<file path="src/rtl/uart_pkg.sv">
// rtl/uart_pkg.sv - shared UART parity-mode constants and FSM state encoding
package uart_pkg;

    localparam int PAR_NONE = 0;
    localparam int PAR_EVEN = 1;
    localparam int PAR_ODD  = 2;

    typedef enum logic [2:0] {
        ST_IDLE   = 3'd0,
        ST_START  = 3'd1,
        ST_DATA   = 3'd2,
        ST_PARITY = 3'd3,
        ST_STOP   = 3'd4,
        ST_DONE   = 3'd5,
        ST_BREAK  = 3'd6
    } uart_state_e;

endpackage

</file>
<file path="src/rtl/uart_baud_timer.sv">
// rtl/uart_baud_timer.sv - bit-period timer with half-bit and terminal-count ticks
module uart_baud_timer #(
    parameter int CLK_PER_BIT = 868
) (
    input  logic clk,
    input  logic rst,
    input  logic clear,
    output logic half_tick,
    output logic bit_tick
);

    localparam int CNT_W = $clog2(CLK_PER_BIT);

    logic [CNT_W-1:0] count_q;
    logic [CNT_W-1:0] count_d;

    assign half_tick = (count_q == CNT_W'(CLK_PER_BIT / 2));
    assign bit_tick  = (count_q == CNT_W'(CLK_PER_BIT - 1));

    // Count 0..CLK_PER_BIT-1 and wrap at terminal count; clear forces zero.
    always_comb begin
        count_d = count_q + CNT_W'(1);
        if (clear || bit_tick) begin
            count_d = '0;
        end
    end

    // Counter register.
    always_ff @(posedge clk or posedge rst) begin
        if (rst) begin
            count_q <= '0;
        end else begin
            count_q <= count_d;
        end
    end

endmodule

</file>
<file path="src/rtl/uart_rx_param.sv">
// rtl/uart_rx_param.sv - parametrised RS232 receiver with valid/ack output register
module uart_rx_param
    import uart_pkg::*;
#(
    parameter int CLK_PER_BIT = 868,
    parameter int DATA_BITS   = 8,
    parameter int PARITY_MODE = 0,
    parameter int STOP_BITS   = 1
) (
    input  logic                 clk,
    input  logic                 rst,
    input  logic                 rx,
    input  logic                 rx_ack,
    output logic [DATA_BITS-1:0] rx_data,
    output logic                 rx_valid,
    output logic                 parity_err,
    output logic                 frame_err,
    output logic                 overrun_err,
    output logic                 busy
);

    localparam int BW = $clog2(DATA_BITS + 1);

    logic                 sync1_q, sync2_q;
    logic                 rx_s;
    uart_state_e          state_q, state_d;
    logic [BW-1:0]        bit_cnt_q, bit_cnt_d;
    logic [DATA_BITS-1:0] shift_q, shift_d;
    logic                 perr_q, perr_d;
    logic                 ferr_q, ferr_d;
    logic                 timer_clear;
    logic                 half_tick, bit_tick;
    logic                 load;

    logic [DATA_BITS-1:0] data_q, data_d;
    logic                 valid_q, valid_d;
    logic                 perr_out_q, perr_out_d;
    logic                 ferr_out_q, ferr_out_d;
    logic                 overrun_q, overrun_d;

    assign rx_s        = sync2_q;
    assign busy        = (state_q != ST_IDLE);
    assign rx_data     = data_q;
    assign rx_valid    = valid_q;
    assign parity_err  = perr_out_q;
    assign frame_err   = ferr_out_q;
    assign overrun_err = overrun_q;

    uart_baud_timer #(
        .CLK_PER_BIT(CLK_PER_BIT)
    ) u_timer (
        .clk      (clk),
        .rst      (rst),
        .clear    (timer_clear),
        .half_tick(half_tick),
        .bit_tick (bit_tick)
    );

    // Frame FSM: start validation at half bit, then one sample per bit period.
    always_comb begin
        state_d     = state_q;
        bit_cnt_d   = bit_cnt_q;
        shift_d     = shift_q;
        perr_d      = perr_q;
        ferr_d      = ferr_q;
        timer_clear = 1'b0;
        load        = 1'b0;
        case (state_q)
            ST_IDLE: begin
                timer_clear = 1'b1;
                if (!rx_s) begin
                    state_d = ST_START;
                end
            end
            ST_START: begin
                if (half_tick) begin
                    timer_clear = 1'b1;
                    if (rx_s) begin
                        state_d = ST_IDLE;
                    end else begin
                        state_d   = ST_DATA;
                        bit_cnt_d = '0;
                        perr_d    = 1'b0;
                        ferr_d    = 1'b0;
                    end
                end
            end
            ST_DATA: begin
                if (bit_tick) begin
                    shift_d = {rx_s, shift_q[DATA_BITS-1:1]};
                    if (bit_cnt_q == BW'(DATA_BITS - 1)) begin
                        bit_cnt_d = '0;
                        state_d   = (PARITY_MODE != PAR_NONE) ? ST_PARITY : ST_STOP;
                    end else begin
                        bit_cnt_d = bit_cnt_q + BW'(1);
                    end
                end
            end
            ST_PARITY: begin
                if (bit_tick) begin
                    perr_d  = (^shift_q) ^ rx_s ^ (PARITY_MODE == PAR_ODD);
                    state_d = ST_STOP;
                end
            end
            ST_STOP: begin
                if (bit_tick) begin
                    if (!rx_s) begin
                        ferr_d = 1'b1;
                    end
                    if (bit_cnt_q == BW'(STOP_BITS - 1)) begin
                        state_d = ST_DONE;
                    end else begin
                        bit_cnt_d = bit_cnt_q + BW'(1);
                    end
                end
            end
            ST_DONE: begin
                load    = 1'b1;
                state_d = rx_s ? ST_IDLE : ST_BREAK;
            end
            ST_BREAK: begin
                if (rx_s) begin
                    state_d = ST_IDLE;
                end
            end
            default: begin
                state_d = ST_IDLE;
            end
        endcase
    end

    // Output register: load beats ack; load over an unacked word flags overrun.
    always_comb begin
        data_d     = data_q;
        valid_d    = valid_q;
        perr_out_d = perr_out_q;
        ferr_out_d = ferr_out_q;
        overrun_d  = overrun_q;
        if (load) begin
            data_d     = shift_q;
            perr_out_d = perr_q;
            ferr_out_d = ferr_q;
            valid_d    = 1'b1;
            if (valid_q && !rx_ack) begin
                overrun_d = 1'b1;
            end
        end else if (rx_ack && valid_q) begin
            valid_d = 1'b0;
        end
    end

    // Synchroniser, FSM and datapath registers.
    always_ff @(posedge clk or posedge rst) begin
        if (rst) begin
            sync1_q   <= 1'b1;
            sync2_q   <= 1'b1;
            state_q   <= ST_IDLE;
            bit_cnt_q <= '0;
            shift_q   <= '0;
            perr_q    <= 1'b0;
            ferr_q    <= 1'b0;
        end else begin
            sync1_q   <= rx;
            sync2_q   <= sync1_q;
            state_q   <= state_d;
            bit_cnt_q <= bit_cnt_d;
            shift_q   <= shift_d;
            perr_q    <= perr_d;
            ferr_q    <= ferr_d;
        end
    end

    // Host-facing output registers.
    always_ff @(posedge clk or posedge rst) begin
        if (rst) begin
            data_q     <= '0;
            valid_q    <= 1'b0;
            perr_out_q <= 1'b0;
            ferr_out_q <= 1'b0;
            overrun_q  <= 1'b0;
        end else begin
            data_q     <= data_d;
            valid_q    <= valid_d;
            perr_out_q <= perr_out_d;
            ferr_out_q <= ferr_out_d;
            overrun_q  <= overrun_d;
        end
    end

endmodule
</file>
<file path="config.mk">
export PLATFORM = sky130hd
export DESIGN_NAME = uart_rx_param
export DESIGN_NICKNAME = d
export VERILOG_FILES = /design/src/rtl/uart_pkg.sv /design/src/rtl/uart_baud_timer.sv /design/src/rtl/uart_rx_param.sv
export SDC_FILE = /design/constraint.sdc
export NUM_CORES = 1
export LEC_CHECK = 0
export CORE_MARGIN = 2
export CORE_UTILIZATION = 50
export CTS_CLUSTER_DIAMETER = 100
export DETAILED_ROUTE_END_ITERATION = 8
export HOLD_SLACK_MARGIN = 0.06
export MAX_ROUTING_LAYER = met4
export PLACE_DENSITY_LB_ADDON = 0.15
export SYNTH_ARGS = -nofsm -noshare
export SYNTH_HDL_FRONTEND = slang
export SYNTH_HIERARCHICAL = 1
export SYNTH_SLANG_ARGS = --single-unit
export TNS_END_PERCENT = 50
</file>
<file path="constraint.sdc">
create_clock -name clk -period 1.99 [get_ports clk]
set_input_delay 0.398 -clock clk [delete_from_list [all_inputs] [get_ports clk]]
set_output_delay 0.398 -clock clk [all_outputs]
set_load 0.1 [all_outputs]
</file>
Word-level counts from Yosys, hierarchy flattened
Cells that the tools add are included.

Register bits after elaboration: 41. Input bits: 4. Output and inout bits: 13. Logic and storage cells: 85.

$add $sub $neg: 2. Equal/unequal tests: 20. Muxes and demuxes: 31. Bitwise gates (word level): 1. Reduce and logical (&&, ||, !) cells: 18.

Operators with widths (count): $mux 3 (9); $mux 4 (6); $pmux 3 s7 (1); $ne 2x2->1 const B (8); $pmux 4 s3 (1); $add 10x1->10 const B (1); $eq 10x10->1 const B (1); $eq 10x9->1 const B (1); $mux 10 (1); $eq 3x3->1 const B (3); $mux 1 (9); $reduce_and 8->1 (1); $reduce_xor 8->1 (1); $eq 3x2->1 const B (2); $ne 2x1->1 const B (3); $pmux 1 s2 (3); $reduce_and 6->1 (1); $reduce_bool 2->1 (3); $reduce_bool 3->1 (2); $reduce_and 5->1 (1); $add 4x1->4 const B (1); $eq 4x3->1 const B (1); $logic_not 4->1 (1); $reduce_and 2->1 (2); other kinds (8) (9).

Depth between registers and ports, before layout
Word-level depth: 5. Gate-level depth with buffers: 9. Mapped depth without buffers: 8.

Modules after synthesis
Netlist, hierarchy kept.

By module, submodules not included: uart_rx_param (instances 1, cells an instance 132, area an instance 1550.2 sq um, sequential area each 778.2 sq um); uart_baud_timer (instances 1, cells an instance 55, area an instance 520.5 sq um, sequential area each 250.2 sq um).

Worst setup path after synthesis
Ideal clock, no wire load.

Kind: register to register. From: reg u_timer.count_q[0]. To: reg state_q[1]. Setup time: 0.125 ns. Arrival time: 2.033 ns. Data required time: 1.865 ns. Setup slack: -0.168 ns. Cell stages (with the launch flop): 8. Path buffers: 0. Clock period less this slack: 2.158 ns. Cell sequence: dfrtp_1 ha_1 and4bb_1 nand2_1 nor2_1 a311oi_1 or4_4 mux2_4.

Cells in the longest elaborated chain, start to end: 3. Elaborated cells on any way between the ends: 7. Those cells by class: eq/ne (6); reduce/logical (1).

Ends and longest elaborated chain: start, declared (RTL line uart_baud_timer.sv:14) `logic [CNT_W-1:0] count_q;`; start signal, assigned (RTL line uart_baud_timer.sv:33) `count_q <= count_d;`; $eq 10x10->1 * (RTL line uart_baud_timer.sv:18) `assign bit_tick = (count_q == CNT_W'(CLK_PER_BIT - 1));`; net bit_tick (RTL line uart_rx_param.sv:32) `logic half_tick, bit_tick;`; $ne 2x1->1 (no line); $reduce_and 8->1 (no line) *; end signal, assigned (RTL line uart_rx_param.sv:165) `state_q <= state_d;`; end, declared (RTL line uart_rx_param.sv:26) `uart_state_e state_q, state_d;`.

The timed path passes the listed nets; every way through them passes the cells marked *. A chain may end at the register's enable or synchronous reset.

Worst setup path after layout
From: reg u_timer.count_q[1]. To: reg state_q[1].

Same word-level chain as after synthesis.

==> key figures <==
Route
  • DRT Pass-1 Iters: 4
  • 1st-iter DRT viols: ~120
  • Vias: ~1500
  • Wire per inst: about 15 µm
  • Residual DRC: 0
  • Vias per Instance: 5.496
  • Antenna-violating nets left: 0
  • Routed WL: approximately 4200 µm

Cells and area
  • FILL cells: between 300 and 400
  • Final Core Density: 0.6566
  • Area Overhead vs Synth: 26.83%
  • Share of cells above drive strength 1: 0.3860
  • Final Instance Area: 2626 µm²
  • Ant. Diodes: 0
  • Layout net count: ~240

Placement
  • PortBufs: 16
  • RD Place Congestion: 0.9158
  • Post-Place Cell Area: 2410 µm²
  • Detailed placement HPWL: 2954 µm

Floorplanning
  • Core ar.: around 4000 µm²
  • Initial Util: 0.5177
  • Die Span X: a little under 70 µm
  • Ports: 17
  • DIE AREA: approximately 4700 µm²
  • # rows: 23
  • Die H: a little under 70 µm

Global route
  • Vias in the first global route: ~1600
  • Pin count of the biggest net entering global routing: 32
  • Global route overflow: 0
  • Initial antenna violation count: 0
  • GR Util All Layers: 0.2173
  • Global-route wire length before repair: roughly 7000 µm

Pwr
  • Power Density: roughly 640 nW/µm²
  • Maximum vdd ir drop: between 0.4 and 0.5 mV
  • Power, Total: roughly 1.7 mW
  • Leak: 1.235 nW

Synthesis
  • Syn Inst Count: about 190
  • Netlist Area Pre-Place: 2071 µm²
  • Post-synth net total: 195
  • Flops & latches, synth: 41
  • Post-synthesis sequential area ratio: 0.4967
  • Post-synth cell types: 51
  • Commonest cells in the netlist: 39 x dfrtp_1, 18 x mux2_2, 11 x inv_1
  • FFs w/ async S/R, synth: 1.000
  • Most frequent cell after synthesis: dfrtp_1
  • Main area contributors after synthesis: dfrtp_1 47%, mux2_2 9.8%, xnor2_1 3.4%
  • Top_reg_cell synth: dfrtp_1
  • Top cell type's share of synthesized area: 0.4713
  • Synthesized area per cell: ~11 µm²
  • Ys Warns: 6
  • Synth area leader: dfrtp_1
  • EDFF count, synth: 0

Clock network
  • Clock-pin transition on the worst setup and hold timing paths: about 0.080 ns
  • Clock tree buffer depth: 2
  • CTS tree: yes
  • CTS Hold Bufs: 0
  • Clk sink count: 41
  • CTS root buffer: clkbuf_8
  • Worst-skew pair later-pin latency: ~0.30 ns
  • Num CTS Buffers: 5
  • H-tree levels: 2

Setup path
  • CP cell instances: ha_2, and4bb_1, nand2_2, nor2_4, nand2b_4, a21oi_2, or4_4, mux2_4
  • WS Path Type: flip-flop to flip-flop
  • CP max-delay cell: or4_4
  • Crit path DAT: ~2.3 ns
  • CP Capture Type: flip-flop
  • Worst-path fanout max: 4
  • CP max stage delay: about 0.44 ns
  • CP required: around 2.2 ns
  • Setup crit start kind: flip-flop

Timing
  • Final min period: between 2 and 2.5 ns
  • Setup WS post-layout: -0.09895 ns
  • Slew Limit Fails: 0
  • Setup TNS: -0.5667 ns
  • RSZ-0062 raised after global routing: true
  • Slew headroom: 0.5596
  • Setup violators final: 12
  • Skew final: just under 0.007 ns
  • Least-Margin Pin Slew: 0.6504 ns
  • Fmax: approximately 480 MHz
  • Final Hold Vio Count: 0
  • Fin crit share: 1.050

Status
  • Status: complete, but fails checks
  • Failing checks: setup timing

Hold path
  • Worst min path class: flip-flop to flip-flop

Job
  • Max-cap viol count: 0
## placed cells by master, fill, tap and decap left out, drive strengths merged, types with 2 or more instances in the layout
cell and instances:
and2 2, clkdlybuf4s50 3, nand3b 4, nor3b 3, inv 12, mux2 19, nand4 2, nand2b 4
o21a 2, and4bb 2, or3 5, bufinv 2, dfrtp 39, o31ai 3, buf 39, clkbuf 5
or4 2, ha 4, dfstp 2, a21oi 11, o21ai 9, nand3 6, nand2 8, or3b 2
a2111oi 2, xnor2 8, nor2 9
## cell type report
| class | instances | area, µm² | area share |
|---|---|---|---|
| multi-input cells | 126 | 1015 | 0.3864 |
| clock inverters | 3 | 68.82 | 0.02620 |
| inverters | 11 | 41.29 | 0.01572 |
| flip-flops and latches | 41 | 1031 | 0.3926 |
| well taps | 50 | 62.56 | 0.02382 |
| clock buffers | 5 | 68.82 | 0.02620 |
| repair buffers | 42 | 339.1 | 0.1291 |
## final timing paths
path	from	endpoint	slack, ns	cells after the start
setup reg to reg	u_timer/count_q[1]$_DFF_PP0_	state_q[1]$_DFFE_PP0P_	-0.1	8
setup / recovery	u_timer/count_q[1]$_DFF_PP0_	state_q[1]$_DFFE_PP0P_	-0.1	8
max in group asynchronous	rst	rx_s$_DFF_PP1_	1.17	3
min in group asynchronous	rst	u_timer/count_q[9]$_DFF_PP0_	0.39	2
hold / removal	sync1_q$_DFF_PP1_	rx_s$_DFF_PP1_	0.36	0
hold reg to reg	sync1_q$_DFF_PP1_	rx_s$_DFF_PP1_	0.36	0
## report_power, final
part / total, mW / switching (mW) / internal, mW
Sequential: 0.839 / 0.00277 / 0.836
Combinational: 0.0314 / 0.0193 / 0.0120
Clock: 0.810 / 0.305 / 0.505
## per-stage QoR
stage          hold slack (ns)  instances  setup WS [ns]
3_5_place_dp            0.3537        267        -0.1128
6_report                0.3642        278       -0.09895
3_3_place_gp            0.3466        267       -0.05805
4_1_cts                 0.3662        276        -0.1094
2_1_floorplan           0.2382        187       -0.05174
5_1_grt                 0.3675        278        -0.1710
## state kept, by name, summed over array words and instances (netlist names), 3 cells and up
signal	count
shift_q	8
rx_data	8
bit_cnt_q	4
u_timer/count_q	10
state_q	3
## logic make-up (layout without fill, tap and decap cells)
family          Yosys count  in the layout  share of synthesized area
flops                    41             41                     0.4967
fa+ha+maj                 4              4                    0.02417
compound gates           36             36                     0.1118
xor+xnor                 10             10                    0.04894
buf+inv                  20             61                    0.04290
mux                      19             19                     0.1051
simple gates             57             57                     0.1704
## what timing repair did
| action | CTS | global route |
|---|---|---|
| resized for setup | 7 | 6 |
| endpoints found under the setup margin | 14 | 27 |
| setup buffers | 1 | 2 |
| pin swaps | 5 | 2 |
## critical path, delay by kind of cell (launching register included)
family,cells,cell delay [ns]
flops,1,0.39
simple gates,5,1.04
fa+ha+maj,1,0.20
mux,1,0.31
compound gates,1,0.05
## metal layers
metal  vias to the layer above  GRT usage  wire (µm)
met1                       753     0.2426       1839
met3                         6    0.04112        118
li1                        743          -          -
met2                        26     0.3665       2192
met5                         -          -          0
met4                         0     0.1175         58
Note: power is estimated with default switching activity, not from simulation.
